==> config.mk <==
export PLATFORM = sky130hd
export DESIGN_NAME = ddr_arbiter
export DESIGN_NICKNAME = d
export VERILOG_FILES = /design/src/rtl/ddr_arbiter.sv
export SDC_FILE = /design/constraint.sdc
export NUM_CORES = 1
export LEC_CHECK = 0
export ABC_AREA = 1
export CORE_AREA = 2 2 229 231
export CTS_BUF_LIST = sky130_fd_sc_hd__clkbuf_8
export CTS_CLUSTER_SIZE = 24
export DETAILED_ROUTE_END_ITERATION = 8
export DIE_AREA = 0 0 231 233
export HOLD_SLACK_MARGIN = 0.15
export PLACE_DENSITY = 0.46
export SLEW_MARGIN = 20
export SYNTH_ARGS = -nofsm -noshare
export SYNTH_HDL_FRONTEND = slang
export SYNTH_SLANG_ARGS = --single-unit
==> constraint.sdc <==
create_clock -name clk_sys -period 6.4 [get_ports clk_sys]
set_input_delay 0.96 -clock clk_sys [delete_from_list [all_inputs] [get_ports clk_sys]]
set_output_delay 0.96 -clock clk_sys [all_outputs]
set_load 0.005 [all_outputs]
==> src/rtl/ddr_arbiter.sv <==
// ddr_arbiter: round-robin owner of the shared DDR3 Avalon-MM port.
// A grant is held for one whole burst; read beats go back only to the owner.
module ddr_arbiter #(
    parameter int NUM_PORTS = 3,
    parameter int ADDR_W    = 32,
    parameter int BURST_W   = 8
) (
    input  logic                         clk_sys,
    input  logic                         reset_sys_n,
    input  logic [NUM_PORTS-1:0]         req_rd,
    input  logic [NUM_PORTS-1:0]         req_wr,
    input  logic [NUM_PORTS*ADDR_W-1:0]  req_addr,
    input  logic [NUM_PORTS*BURST_W-1:0] req_burst,
    input  logic [NUM_PORTS*64-1:0]      req_din,
    input  logic [NUM_PORTS*8-1:0]       req_be,
    output logic [NUM_PORTS-1:0]         req_wait,
    output logic [NUM_PORTS-1:0]         req_valid,
    output logic [63:0]                  req_dout,
    output logic                         ddr_rd,
    output logic                         ddr_wr,
    output logic [ADDR_W-4:0]            ddr_addr,
    output logic [BURST_W-1:0]           ddr_burst,
    output logic [63:0]                  ddr_din,
    output logic [7:0]                   ddr_be,
    input  logic                         ddr_busy,
    input  logic                         ddr_valid,
    input  logic [63:0]                  ddr_dout
);
    localparam int OWN_W = (NUM_PORTS > 1) ? $clog2(NUM_PORTS) : 1;

    typedef enum logic [1:0] {
        ST_IDLE      = 2'd0,
        ST_READ_CMD  = 2'd1,
        ST_READ_DATA = 2'd2,
        ST_WRITE     = 2'd3
    } state_t;

    state_t               r_state, w_state_nxt;
    logic [OWN_W-1:0]     r_owner, w_owner_nxt;
    logic [OWN_W-1:0]     r_next, w_next_nxt;
    logic [BURST_W-1:0]   r_cnt, w_cnt_nxt;

    logic [NUM_PORTS-1:0] w_cand;
    logic                 w_found;
    logic [OWN_W-1:0]     w_win;
    logic                 w_win_rd;
    logic [BURST_W-1:0]   w_win_burst;
    logic [ADDR_W-4:0]    w_own_waddr;
    logic [BURST_W-1:0]   w_own_burst;
    logic [63:0]          w_own_din;
    logic [7:0]           w_own_be;
    logic                 w_last;
    logic                 w_cmd;
    logic                 w_unused_addr_lsb;

    // Port index base+k wrapped into 0..NUM_PORTS-1.
    function automatic logic [OWN_W-1:0] rr_add(input logic [OWN_W-1:0] base, input int k);
        int s;
        s = int'(base) + k;
        if (s >= NUM_PORTS) s = s - NUM_PORTS;
        return OWN_W'(s);
    endfunction

    assign w_cand   = req_rd | req_wr;
    assign w_cmd    = (r_state == ST_READ_CMD) || (r_state == ST_WRITE);
    assign w_last   = (r_cnt <= BURST_W'(1));
    assign req_dout = ddr_dout;

    // Pick the first requesting port at or after the rotation pointer.
    always_comb begin
        w_found = 1'b0;
        w_win   = '0;
        for (int k = 0; k < NUM_PORTS; k++) begin
            if (!w_found && w_cand[rr_add(r_next, k)]) begin
                w_found = 1'b1;
                w_win   = rr_add(r_next, k);
            end
        end
    end

    // Select the winner's request fields and the current owner's bus fields.
    always_comb begin
        w_win_rd          = 1'b0;
        w_win_burst       = '0;
        w_own_waddr       = '0;
        w_own_burst       = '0;
        w_own_din         = '0;
        w_own_be          = '0;
        w_unused_addr_lsb = 1'b0;
        for (int i = 0; i < NUM_PORTS; i++) begin
            w_unused_addr_lsb = w_unused_addr_lsb ^ (^req_addr[i*ADDR_W +: 3]);
            if (w_win == OWN_W'(i)) begin
                w_win_rd    = req_rd[i];
                w_win_burst = req_burst[i*BURST_W +: BURST_W];
            end
            if (r_owner == OWN_W'(i)) begin
                w_own_waddr = req_addr[i*ADDR_W+3 +: ADDR_W-3];
                w_own_burst = req_burst[i*BURST_W +: BURST_W];
                w_own_din   = req_din[i*64 +: 64];
                w_own_be    = req_be[i*8 +: 8];
            end
        end
    end

    // Next-state logic: arbitrate in IDLE, then count beats until the burst ends.
    always_comb begin
        w_state_nxt = r_state;
        w_owner_nxt = r_owner;
        w_next_nxt  = r_next;
        w_cnt_nxt   = r_cnt;
        case (r_state)
            ST_IDLE: begin
                if (w_found) begin
                    w_owner_nxt = w_win;
                    w_next_nxt  = rr_add(w_win, 1);
                    w_cnt_nxt   = (w_win_burst == '0) ? BURST_W'(1) : w_win_burst;
                    w_state_nxt = w_win_rd ? ST_READ_CMD : ST_WRITE;
                end
            end
            ST_READ_CMD: begin
                if (!ddr_busy) w_state_nxt = ST_READ_DATA;
            end
            ST_READ_DATA: begin
                if (ddr_valid) begin
                    w_cnt_nxt = r_cnt - BURST_W'(1);
                    if (w_last) w_state_nxt = ST_IDLE;
                end
            end
            ST_WRITE: begin
                if (!ddr_busy) begin
                    w_cnt_nxt = r_cnt - BURST_W'(1);
                    if (w_last) w_state_nxt = ST_IDLE;
                end
            end
            default: w_state_nxt = ST_IDLE;
        endcase
    end

    // Drive the DDR command bus and per-port handshakes from the owner.
    always_comb begin
        ddr_rd    = (r_state == ST_READ_CMD);
        ddr_wr    = (r_state == ST_WRITE);
        ddr_addr  = '0;
        ddr_burst = '0;
        ddr_din   = '0;
        ddr_be    = '0;
        req_wait  = '1;
        req_valid = '0;
        if (w_cmd) begin
            ddr_addr  = w_own_waddr;
            ddr_burst = w_own_burst;
        end
        if (r_state == ST_WRITE) begin
            ddr_din = w_own_din;
            ddr_be  = w_own_be;
        end
        for (int i = 0; i < NUM_PORTS; i++) begin
            if (r_owner == OWN_W'(i)) begin
                if (w_cmd) req_wait[i] = ddr_busy;
                if (r_state == ST_READ_DATA) req_valid[i] = ddr_valid;
            end
        end
    end

    // State, owner, rotation pointer and beat counter registers.
    always_ff @(posedge clk_sys or negedge reset_sys_n) begin
        if (!reset_sys_n) begin
            r_state <= ST_IDLE;
            r_owner <= '0;
            r_next  <= '0;
            r_cnt   <= '0;
        end else begin
            r_state <= w_state_nxt;
            r_owner <= w_owner_nxt;
            r_next  <= w_next_nxt;
            r_cnt   <= w_cnt_nxt;
        end
    end
endmodule

## Word level (Yosys, flattened, before mapping)

Index checks and enable logic that the tools add are counted.

| word-level totals | value |
|---|---|
| register bits | 14 |
| logic and storage cells | 103 |

| cells by class | value |
|---|---|
| $add $sub $neg | 8 |
| $lt $le $gt $ge | 8 |
| equal/unequal tests | 11 |
| mux-type cells | 58 |
| bitwise logic cells | 1 |
| reduce and logical (&&, ||, !) cells | 13 |

Operator list:

| cell | count |
|---|---|
| 64-bit two-way mux | 4 |
| 8-bit two-way mux | 15 |
| 29-bit two-way mux | 4 |
| 2-bit two-way mux | 13 |
| 8-bit case mux with 3 select lines | 1 |
| 1-bit two-way mux | 17 |
| 3-bit by 2-bit >= comparator with 1-bit output (second input constant) | 3 |
| 2-bit by 3-bit less-than comparator with 1-bit output (second input constant) | 3 |
| 2-bit equality test (second input constant) | 4 |
| 8-bit by 1-bit less-or-equal comparator with 1-bit output (second input constant) | 1 |
| 8-bit logical NOT | 1 |
| 2-bit inequality test (second input constant) | 4 |
| 2-bit case mux with 4 select lines | 1 |
| 4-bit AND reduction | 2 |
| 2-bit subtractor (second input constant) | 4 |
| 8-bit by 1-bit subtractor with 8-bit output (second input constant) | 1 |
| 2-bit by 1-bit adder with 3-bit output (second input constant) | 2 |
| 1-bit binary-select mux with 2-bit select | 3 |
| 2-bit by 1-bit equality test with 1-bit output (second input constant) | 3 |
| 2-bit logical NOT | 3 |
| 2-bit by 2-bit adder with 3-bit output (second input constant) | 1 |
| 3-bit bitwise OR | 1 |
| 3-bit nonzero test | 1 |
| 2-bit >= comparator (second input constant) | 1 |
| other kinds (4) | 6 |

## Longest topological paths before layout

| depth | value |
|---|---|
| depth in word-level cells | 19 |
| mapped depth | 24 |
| depth with buffers taken out | 24 |

## Least setup slack after synthesis

Ideal clock, no wire load.

| timing path | value |
|---|---|
| kind | input to register |
| start point | input req_wr[1] |
| end point | register r_cnt[0] |
| library setup time | 0.117 ns |
| arrival | 2.676 ns |
| required time | 6.283 ns |
| path slack | 3.607 ns |
| stages | 20 |
| cells stage by stage | nor2_1 nand2_1 nand2_1 nand2_1 nand2_2 nand2_1 nor2_1 nand2_1 nand2_1 inv_1 ha_1 buf_2 nor2_2 nand2_1 a21oi_1 nor2_1 nand2_1 nand2_1 nand3_2 nand2_1 |

| on the way | value |
|---|---|
| cells in the longest elaborated chain, start to end | 18 |
| elaborated cells between the ends (all ways) | 29 |
| classes of those cells | eq/ne: 3; mux: 18; bitwise: 1; reduce/logical: 7 |

RTL lines:

| element | RTL line | text |
|---|---|---|
| start, declared | 11 | `input logic [NUM_PORTS-1:0] req_wr,` |
| 3-bit bitwise OR (*) | 64 | `assign w_cand = req_rd \| req_wr;` |
| 1-bit binary-select mux with 2-bit select | 74 | `if (!w_found && w_cand[rr_add(r_next, k)]) begin` |
| 1-bit two-way mux (not written as such) | 74 |  |
| 1-bit two-way mux | 74 |  |
| 1-bit logical NOT | 74 |  |
| 1-bit logical AND | 74 |  |
| 1-bit two-way mux | 74 |  |
| 1-bit logical NOT | 74 |  |
| (+2 left out) | - |  |
| named net w_win[1] | 45 | `logic [OWN_W-1:0] w_win;` |
| 2-bit logical NOT | 92 | `if (w_win == OWN_W'(i)) begin` |
| 8-bit two-way mux (2 in a row) | 92 |  |
| 8-bit two-way mux (*) | 92 |  |
| 8-bit logical NOT | 116 | `w_cnt_nxt = (w_win_burst == '0) ? BURST_W'(1) : w_win_burst;` |
| 8-bit two-way mux (*) | 116 |  |
| 8-bit two-way mux (*) | 113 | `if (w_found) begin` |
| 8-bit case mux with 3 select lines (*) | 111 | `case (r_state)` |
| end signal, assigned | 176 | `r_cnt <= w_cnt_nxt;` |
| end, declared | 41 | `logic [BURST_W-1:0] r_cnt, w_cnt_nxt;` |

The timed path passes the listed nets; every way through them passes the cells marked *. The select of a mux whose other input is x is not followed.
A chain may end at the register's enable or synchronous reset.

## Final worst setup path

| timing path | value |
|---|---|
| start point | register r_owner[0] |
| end point | output ddr_addr[0] |

| on the way | value |
|---|---|
| cells in the longest elaborated chain, start to end | 5 |
| elaborated cells between the ends (all ways) | 7 |
| classes of those cells | eq/ne: 2; mux: 4; reduce/logical: 1 |

RTL lines:

| element | RTL line | text |
|---|---|---|
| start, declared | 39 | `logic [OWN_W-1:0] r_owner, w_owner_nxt;` |
| start signal, assigned | 174 | `r_owner <= w_owner_nxt;` |
| 2-bit logical NOT | 96 | `if (r_owner == OWN_W'(i)) begin` |
| 29-bit two-way mux (2 in a row) | 96 |  |
| 29-bit two-way mux (*) | 96 |  |
| 29-bit two-way mux (*) | 149 | `if (w_cmd) begin` |
| end, declared | 21 | `output logic [ADDR_W-4:0] ddr_addr,` |

Every way passes the cells marked *; elsewhere a longest branch is shown, timed or not.

==> out/metrics.yaml <==
fmax_ghz: 0.249
drc: 0
vias: 7430
grt_pass1_wl_um: 46500
synth_nets: 1422
grt_max_degree: 70
antenna_found_initial: 6
synthTopCellsByArea: "nand2_1 (40%), nand3_1 (13%), buf_4 (11%)"
cp-end-kind: "output port"
critPathMaxFanout: 70
setup_viol: 0
post_cts_buffers: 0
yosys.area.top_type: "nand2_1"
netlist_area_um2: 4780
boundaryPins: 591
fin_ws_ns: 2.39
p_leak_nw: 4.65
overflow: 0
gp_congestion: 0.863
synthCells: 1004
core-area_um2: 51100
layout.nets: 1773
rsz0062_at_grt: "false"
initialDrtViolationCount: 300
dieArea_um2: 53800
initial_core_util_pct: 9.35
insertion_delay_ns: 0.25
yosys_register_bits: 14
first_pass_iters: 5
netlist.area_leader.share_pct: 40.1
finalHoldViolations: 0
outcome: "finished, final reports clean"
relSlewSlack_pct: 34.9
fillers: 5892
ant_nets: 0
hold_buffers: 0
postSynth.asyncResetShare_pct: 100
r2r_setup_slack_ns: 3.08
cp.required_ns: 5.44
io_buffers: 453
hold_path.class: "flop to flop"
synth_edf_count: 0
p_per_area_nw_per_um2: 347
area_growth_pct: 101
fin_util_pct: 18.8
postRouteWirelength_um: 33300
synthFlopType: "dfrtp_1"
rows: 83
ys_types: 29
clk_pin_slew_worst_paths_ns: 0.06
numClockSinks: 14
period_minus_slack_ns: 4.01
htreeDepth: 1
grt_pass1_vias: 7302
dp_hpwl_um: 27400
drive_gt1_share_pct: 3.10
path_class: "flop to output port"
vdd_drop_max_uv: 148
startpoint_type: "flop"
wl_per_cell_um: 16.3
seq_area_frac_synth_pct: 7.33
slew_viol_final: 0
die_y_um: 233
fin_tns_setup_ns: 0
track_usage_pct: 11.4
tightest_slew_ns: 0.977
ys.warnings.count: 0
avgSynthCellArea_um2: 4.76
vias_per_cell: 3.65
skew_ns: 0.00404
pre_cts_ws_ns: 2.31
crit_arrival_ns: 3.05
cts_resized: 0
clock_path_buffers: 2
fin_crit_sh_pct: 62.6
cts_made_buffers: 3
max_cap_viol_count: 0
cts_tree: "done"
cts_root_buf: "clkbuf_8"
dieWidth_um: 231
-- kinds of logic (layout without fill, tap and decap cells) --
group / after synthesis / in the layout / synth area share (%)
flip-flops: 14 / 14 / 7.33
XOR/XNOR: 2 / 2 / 0.367
other: 0 / 2 / 0
adder cells (fa/ha/maj): 8 / 8 / 2.09
AND/OR/NAND/NOR: 676 / 676 / 57.6
AO/OA/AOI/OAI: 42 / 42 / 5.52
buffers and inverters: 262 / 612 / 27.1
-- layout make-up --
type,count,area (um2),share of cell area (%)
clock buffers,4,55.1,0.574
flip-flops and latches,14,352,3.67
diodes,2,5.00,0.0522
repair buffers,462,4630,48.3
inverters,146,551,5.74
multi-input cells,728,3150,32.8
well taps,680,851,8.87
-- synth_stat cells, types with 2 or more instances --
cell / number
nor3_1: 2
inv_1: 140
buf_2: 25
nor2_2: 4
nor2_1: 21
buf_1: 7
inv_2: 6
clkbuf_1: 13
buf_4: 70
nand3_2: 2
o21ai_2: 7
a22oi_1: 2
nand3_1: 127
nand2_1: 511
a31oi_1: 3
nand2_4: 2
nand2_2: 5
a21oi_1: 11
o211ai_1: 5
o21ai_0: 12
dfrtp_1: 14
ha_1: 8
-- cells in the final DEF, fill, tap and decap left out, drive strengths merged --
cell,n
inv,146
clkdlybuf4s50,453
nor3,2
xor2,1
nand3,129
a22oi,2
diode,2
a21oi,11
nor2,25
nand4,1
buf,9
clkbuf,4
xnor2,1
dfrtp,14
or2,1
nand2,518
o211ai,5
o21ai,19
a31oi,3
a22o,1
o31ai,1
ha,8
-- path summary, 6_finish.rpt --
check,startpoint,to,depth (start not counted)
hold reg to reg,r_next[0]$_DFFE_PN0P_,r_next[0]$_DFFE_PN0P_,2
setup / recovery,r_owner[0]$_DFFE_PN0P_,ddr_addr[0],8
max in group asynchronous,reset_sys_n,r_state[0]$_DFFE_PN0P_,1
setup reg to reg,r_next[0]$_DFFE_PN0P_,r_cnt[0]$_DFFE_PN0P_,21
min in group asynchronous,reset_sys_n,r_cnt[5]$_DFFE_PN0P_,1
hold / removal,r_next[0]$_DFFE_PN0P_,r_next[0]$_DFFE_PN0P_,2
-- critical path: stages (launching register included) --
cell and delay [ns]:
dfrtp_1 0.51, nand2_1 0.17, inv_4 0.63, buf_4 0.55, nand2_1 0.11, nand3_1 0.14, nand2_1 0.06, inv_1 0.07
clkdlybuf4s50_1 0.50
-- sequential cells by signal, indices dropped and copies added, names as in the netlist --
register / count
r_cnt: 8
r_next: 2
r_owner: 2
r_state: 2
-- metal layers --
metal / GRT usage, % / vias up / part of all wire [%]
li1: - / 3649 / -
met1: 13.3 / 3356 / 39
met2: 20.6 / 393 / 49
met3: 3.42 / 30 / 9.6
met4: 1.94 / 2 / 1.8
met5: 0.184 / - / 0.039
-- per-stage QoR --
step           cell area, um2  hold slack (ns)  cells  power, W
2_1_floorplan            4780            0.484   1004   0.00186
3_3_place_gp             9530            0.509   2030   0.00328
3_5_place_dp             9530            0.514   2030   0.00329
4_1_cts                  9580            0.528   2034   0.00340
5_1_grt                  9590            0.565   2035   0.00372
6_report                 9590            0.526   2036   0.00333
-- report_power, final --
| part | internal [W] | switching, W |
|---|---|---|
| Sequential | 0.000133 | 0.0000552 |
| Combinational | 0.00131 | 0.00174 |
| Clock | 0.0000546 | 0.0000338 |
| Total | 0.00150 | 0.00183 |
No activity file was read; power rests on OpenSTA's default activity.
